==> config.mk <==
export PLATFORM = sky130hd
export DESIGN_NAME = arith_fifo_stage
export DESIGN_NICKNAME = d
export VERILOG_FILES = /design/src/rtl/arith_fifo_stage.sv
export SDC_FILE = /design/constraint.sdc
export NUM_CORES = 1
export LEC_CHECK = 0
export ABC_CLOCK_PERIOD_IN_PS = 4850
export BUFFER_PORTS_ARGS = -buffer_cell sky130_fd_sc_hd__buf_2
export CAP_MARGIN = 20
export CELL_PAD_IN_SITES_DETAIL_PLACEMENT = 0
export CELL_PAD_IN_SITES_GLOBAL_PLACEMENT = 1
export CORE_UTILIZATION = 55
export DETAILED_ROUTE_END_ITERATION = 6
export PLACE_DENSITY = 0.87
export SLEW_MARGIN = 10
export SYNTH_ARGS = -nofsm -noshare
export SYNTH_HDL_FRONTEND = slang
export SYNTH_SLANG_ARGS = --single-unit
export TNS_END_PERCENT = 100
==> constraint.sdc <==
create_clock -name clk -period 4.85 [get_ports clk]
set_clock_uncertainty 0.15 [all_clocks]
set_input_delay 0 -clock clk [delete_from_list [all_inputs] [get_ports clk]]
set_output_delay 0 -clock clk [all_outputs]
set_load 0.01 [all_outputs]
==> src/rtl/arith_fifo_stage.sv <==
// Chainable arithmetic stage: DEPTH-entry {op, data} FIFO feeding an iterative
// shift-add multiplier / restoring divider that retires one result per H+3 cycles.
module arith_fifo_stage #(
    parameter int WIDTH = 16,
    parameter int DEPTH = 8,
    parameter int AW    = 3
) (
    input  logic             clk,
    input  logic             rst_n,
    input  logic             write_req,
    input  logic             write_op,
    input  logic [WIDTH-1:0] fifo_write_data,
    output logic             full_out,
    input  logic             full_in,
    output logic             done_sig,
    output logic [WIDTH-1:0] result,
    output logic             div0,
    output logic             busy
);

    localparam int H  = WIDTH / 2;
    localparam int CW = $clog2(H) + 1;
    localparam logic [AW:0] FULL_CNT = (AW+1)'(DEPTH);

    typedef enum logic [1:0] {IDLE, LOAD, CALC, DONE} state_t;
    state_t state, state_nxt;

    logic [WIDTH:0]   mem [DEPTH];
    logic [WIDTH:0]   rd_data;
    logic [AW-1:0]    wr_ptr, rd_ptr;
    logic [AW:0]      count;
    logic             wr_en, pop;

    logic             op_q;
    logic [H-1:0]     b_q;
    logic [WIDTH-1:0] mcand;
    logic [H-1:0]     mplier;
    logic [WIDTH-1:0] acc;
    logic [H-1:0]     quo;
    logic [H-1:0]     rem;
    logic [CW-1:0]    cnt;

    // One restoring-division step; returns {remainder, quotient}. With d==0 every
    // step subtracts nothing, so quotient fills with ones and remainder becomes A.
    function automatic logic [WIDTH-1:0] div_step(input logic [H-1:0] r,
                                                   input logic [H-1:0] q,
                                                   input logic [H-1:0] d);
        logic [H:0] t;
        logic       ge;
        t  = {r, q[H-1]};
        ge = (t >= {1'b0, d});
        if (ge)
            t = t - {1'b0, d};
        return {t[H-1:0], q[H-2:0], ge};
    endfunction

    assign full_out = (count == FULL_CNT);
    assign wr_en    = write_req && !full_out;
    assign busy     = (state != IDLE) || (count != '0);

    // FIFO control
    always_ff @(posedge clk or negedge rst_n) begin
        if (!rst_n) begin
            wr_ptr <= '0;
            rd_ptr <= '0;
            count  <= '0;
        end else begin
            if (wr_en)
                wr_ptr <= wr_ptr + 1'b1;
            if (pop)
                rd_ptr <= rd_ptr + 1'b1;
            case ({wr_en, pop})
                2'b10:   count <= count + 1'b1;
                2'b01:   count <= count - 1'b1;
                default: count <= count;
            endcase
        end
    end

    always_ff @(posedge clk) begin
        if (wr_en)
            mem[wr_ptr] <= {write_op, fifo_write_data};
        if (pop)
            rd_data <= mem[rd_ptr];
    end

    always_ff @(posedge clk or negedge rst_n) begin
        if (!rst_n)
            state <= IDLE;
        else
            state <= state_nxt;
    end

    always_comb begin
        state_nxt = state;
        pop       = 1'b0;
        case (state)
            IDLE: if (count != '0) begin
                pop       = 1'b1;
                state_nxt = LOAD;
            end
            LOAD: state_nxt = CALC;
            CALC: if (cnt == CW'(H-1)) state_nxt = DONE;
            DONE: if (!full_in) state_nxt = IDLE;
            default: state_nxt = IDLE;
        endcase
    end

    always_ff @(posedge clk or negedge rst_n) begin
        if (!rst_n)
            cnt <= '0;
        else if (state == LOAD)
            cnt <= '0;
        else if (state == CALC)
            cnt <= cnt + 1'b1;
    end

    // Engine datapath: both algorithms step together, op selects at retirement
    always_ff @(posedge clk) begin
        if (state == LOAD) begin
            op_q   <= rd_data[WIDTH];
            b_q    <= rd_data[H-1:0];
            mcand  <= {{H{1'b0}}, rd_data[WIDTH-1:H]};
            mplier <= rd_data[H-1:0];
            acc    <= '0;
            quo    <= rd_data[WIDTH-1:H];
            rem    <= '0;
        end else if (state == CALC) begin
            if (mplier[0])
                acc <= acc + mcand;
            mcand      <= mcand << 1;
            mplier     <= mplier >> 1;
            {rem, quo} <= div_step(rem, quo, b_q);
        end
    end

    // Output register: done pulse and held result
    always_ff @(posedge clk or negedge rst_n) begin
        if (!rst_n) begin
            done_sig <= 1'b0;
            result   <= '0;
            div0     <= 1'b0;
        end else begin
            done_sig <= 1'b0;
            if (state == DONE && !full_in) begin
                done_sig <= 1'b1;
                result   <= op_q ? {quo, rem} : acc;
                div0     <= op_q && (b_q == '0);
            end
        end
    end

endmodule

==> impl_metrics.ini <==
[yosys]
synth-seq-cells = 252
ys_top_cells_by_area = edfxtp_1, dfrtp_1, mux4_2
synth_ff_type = edfxtp_1
netlist_area_sq_um = 11000
ys_warn_count = 0
avgSynthCellArea_sq_um = 14.5
synth_edf_count = 186
async_flop_share = 0.135
synth_top_area_share = 0.508
ys_types = 64
synth_top_area_cell = edfxtp_1
syn-num-nets = 813
postSynthCellCount = 756
synth_seq_area_share = 0.644

[sta]
final-hold-violation-count = 0
slew_headroom = 0.315
fmax_mhz = 334
hold-worst-slack_ns = 0.112
finalCriticalPeriod_ns = 2.99
finalSetupTns_ns = 0
setup_viol = 0
slew_viol_final = 0
worst_slew_pin_slew_ns = 1.03
min_period_over_period = 0.617
rsz0062_at_grt = no

[cells_and_area]
fillerInstances = 1409
finalNetCount = 882
drive_gt1_frac = 0.205
syn_to_final_growth_pct = 15.0

[detailed_routing]
drtIter0Drc = 371
wl_per_cell_um = 19.2
routed_wl_um = 21300
dr.pass1.iters = 4
vias = 6313
drcViolationCount = 0
viasPerCell = 5.69
ant_nets = 0

[placed_design]
dp_hpwl_um = 13300
gp_congestion = 0.877
io_buffers = 40

[global_route]
grt_pass1_wl_um = 33300
grt-ovfl-total = 0
grt_antenna_before_repair = 1
grt.total_usage = 0.213
grt_max_degree = 47
grt_pass1_vias = 6347

[flow_run]
max-cap-violations = 0

[cts]
htreeDepth = 1
cts_resized = 0
cts_num_sinks = 252
clk_path_buf_depth = 3
cts_tree = built
clk_pin_slew_ns = 0.06
cts_root_buf = clkbuf_16
cts_buffers = 26
hold_buffers = 22
cts_setup_buffers = 0
clock_latency_ns = 0.54

[power_and_ir_drop]
pwr-share-comb = 0.346
swShare = 0.336
power_frac_seq = 0.424
power_leakage_nw = 4.74
ir_drop_uv = 411
powerDensity_nw_per_um2 = 663
pwr-share-clk = 0.231
cellInternalPower_mw = 5.56
total_switching_power_mw = 2.81

[worst_setup_path]
worst_setup_path_end_kind = flip-flop
startpoint_type = flip-flop
timing.rr.end = count[2]$_DFFE_PN0P_
critPathCapture = count[2]$_DFFE_PN0P_
worstPathArrival_ns = 3.25
crit_required_ns = 5.11
r2r_start = count[0]$_DFFE_PN0P_
r2r_cells = 10
path_max_fanout = 21
critPathKind = flip-flop to flip-flop
crit_start = count[0]$_DFFE_PN0P_
rrSetupSlack_ns = 1.86

[floorplan]
rows = 51
io_pins = 41
dieArea_sq_um = 20500
initial_core_util = 0.563
core-area_sq_um = 19500
chipHeight_um = 143
die_w_um = 143

[outcome]
status = complete, no violations

[hold_path]
worstHoldPathType = primary input to flip-flop
==> critical path, stage by stage, from the launching register on <==
cell	delay [ns]
dfrtp_1	0.45
nor4_1	0.37
nand2b_1	0.22
inv_1	0.35
ha_1	0.41
xor2_1	0.17
ha_1	0.19
a21oi_1	0.15
xor2_1	0.18
nor2_1	0.08
xor2_1	0.14
==> flip-flops by register name, summed over array words and instances (netlist names) <==
| name | cells |
|---|---|
| rd_ptr | 3 |
| op_q | 1 |
| state | 2 |
| b_q | 8 |
| rd_data | 17 |
| acc | 16 |
| done_sig | 1 |
| mem | 136 |
| mcand | 16 |
| cnt | 4 |
| count | 4 |
| mplier | 8 |
| div0 | 1 |
| quo | 8 |
| rem | 8 |
| wr_ptr | 3 |
| result | 16 |
==> per-stage QoR <==
step	util	setup slack, ns	instances	instance area (sq um)	power [mW]
after CTS	0.643	1.89	1104	12600	8.37
after global placement	0.587	2.02	1034	11500	6.23
after global routing	0.647	1.66	1110	12600	8.85
final	0.647	1.86	1110	12600	8.37
after floorplan	-	2.09	756	11000	5.62
after detailed placement	0.588	1.93	1035	11500	6.38
==> per-layer routing <==
metal,GRT usage,vias to the layer above,routed length (um)
met5,0,-,0
met4,0.0700,0,486
met3,0.0333,42,895
met2,0.369,145,10800
met1,0.276,3144,9070
li1,-,2982,-
==> power groups by stage <==
stage	sequential, mW	clock, mW	combinational (mW)
floorplan	3.37	0	2.25
global placement	3.55	0	2.68
detailed placement	3.59	0	2.79
CTS	3.56	1.97	2.83
global route	3.62	2.05	3.19
finish	3.55	1.93	2.90
==> cell families (layout without fill, tap and decap cells) <==
group | Yosys count | count (layout) | share of synthesized area
other | 0 | 1 | 0
buffers and inverters | 68 | 156 | 0.0246
AND/OR/NAND/NOR | 166 | 166 | 0.0747
XOR/XNOR | 18 | 18 | 0.0144
AO/OA/AOI/OAI | 123 | 123 | 0.0727
multiplexers | 93 | 93 | 0.127
flip-flops | 252 | 252 | 0.644
adder cells (fa/ha/maj) | 36 | 36 | 0.0424
==> layout make-up <==
| class | count | area [sq um] | share of cell area |
|---|---|---|---|
| sequential | 252 | 7080 | 0.560 |
| clock inverter | 10 | 131 | 0.0104 |
| antenna | 1 | 2.50 | 0.000198 |
| multi-input combinational | 436 | 3670 | 0.291 |
| clock buffer | 37 | 712 | 0.0563 |
| timing repair buffer | 75 | 582 | 0.0460 |
| inverter | 34 | 128 | 0.0101 |
| tap | 265 | 332 | 0.0262 |
==> placed cells by master (no fill, tap or decap), drive strengths merged, types with 24 or more instances in the layout <==
cell type,instances
edfxtp,186
nand2,69
buf,54
o21ai,46
clkbuf,37
inv,34
mux4,34
ha,34
dfrtp,34
nor2,33
dfxtp,32
mux2,31
mux2i,28
a21oi,24
==> how the worst min path moves through the flow <==
| stage | startpoint | endpoint | slack (ns) | depth (start not counted) |
|---|---|---|---|---|
| final | fifo_write_data[13] | mem[1][13]$_DFFE_PP_ | 0.11 | 2 |
| after global routing | fifo_write_data[13] | mem[2][13]$_DFFE_PP_ | 0.11 | 2 |
| after CTS | fifo_write_data[13] | mem[3][13]$_DFFE_PP_ | 0.09 | 2 |
| after detailed placement | rst_n | result[13]$_DFFE_PN0P_ | -0.01 | 1 |
| after global placement | rst_n | result[13]$_DFFE_PN0P_ | -0.04 | 1 |
| after floorplan | rst_n | cnt[0]$_DFFE_PN0P_ | -0.45 | 0 |
==> Yosys cell counts, types with 6 or more instances <==
master / n
edfxtp_1: 186
a21o_1: 7
mux4_2: 34
nand2_1: 69
mux2i_1: 28
nand3_1: 8
o21a_1: 9
nor2_1: 33
o21ai_0: 45
mux2_2: 30
dfxtp_1: 32
xnor2_1: 13
clkbuf_1: 25
ha_1: 34
nor3_1: 9
a21oi_1: 23
nand2b_1: 13
inv_1: 34
a211oi_1: 8
dfrtp_1: 34
buf_2: 6
No activity file was read; power rests on OpenSTA's default activity.
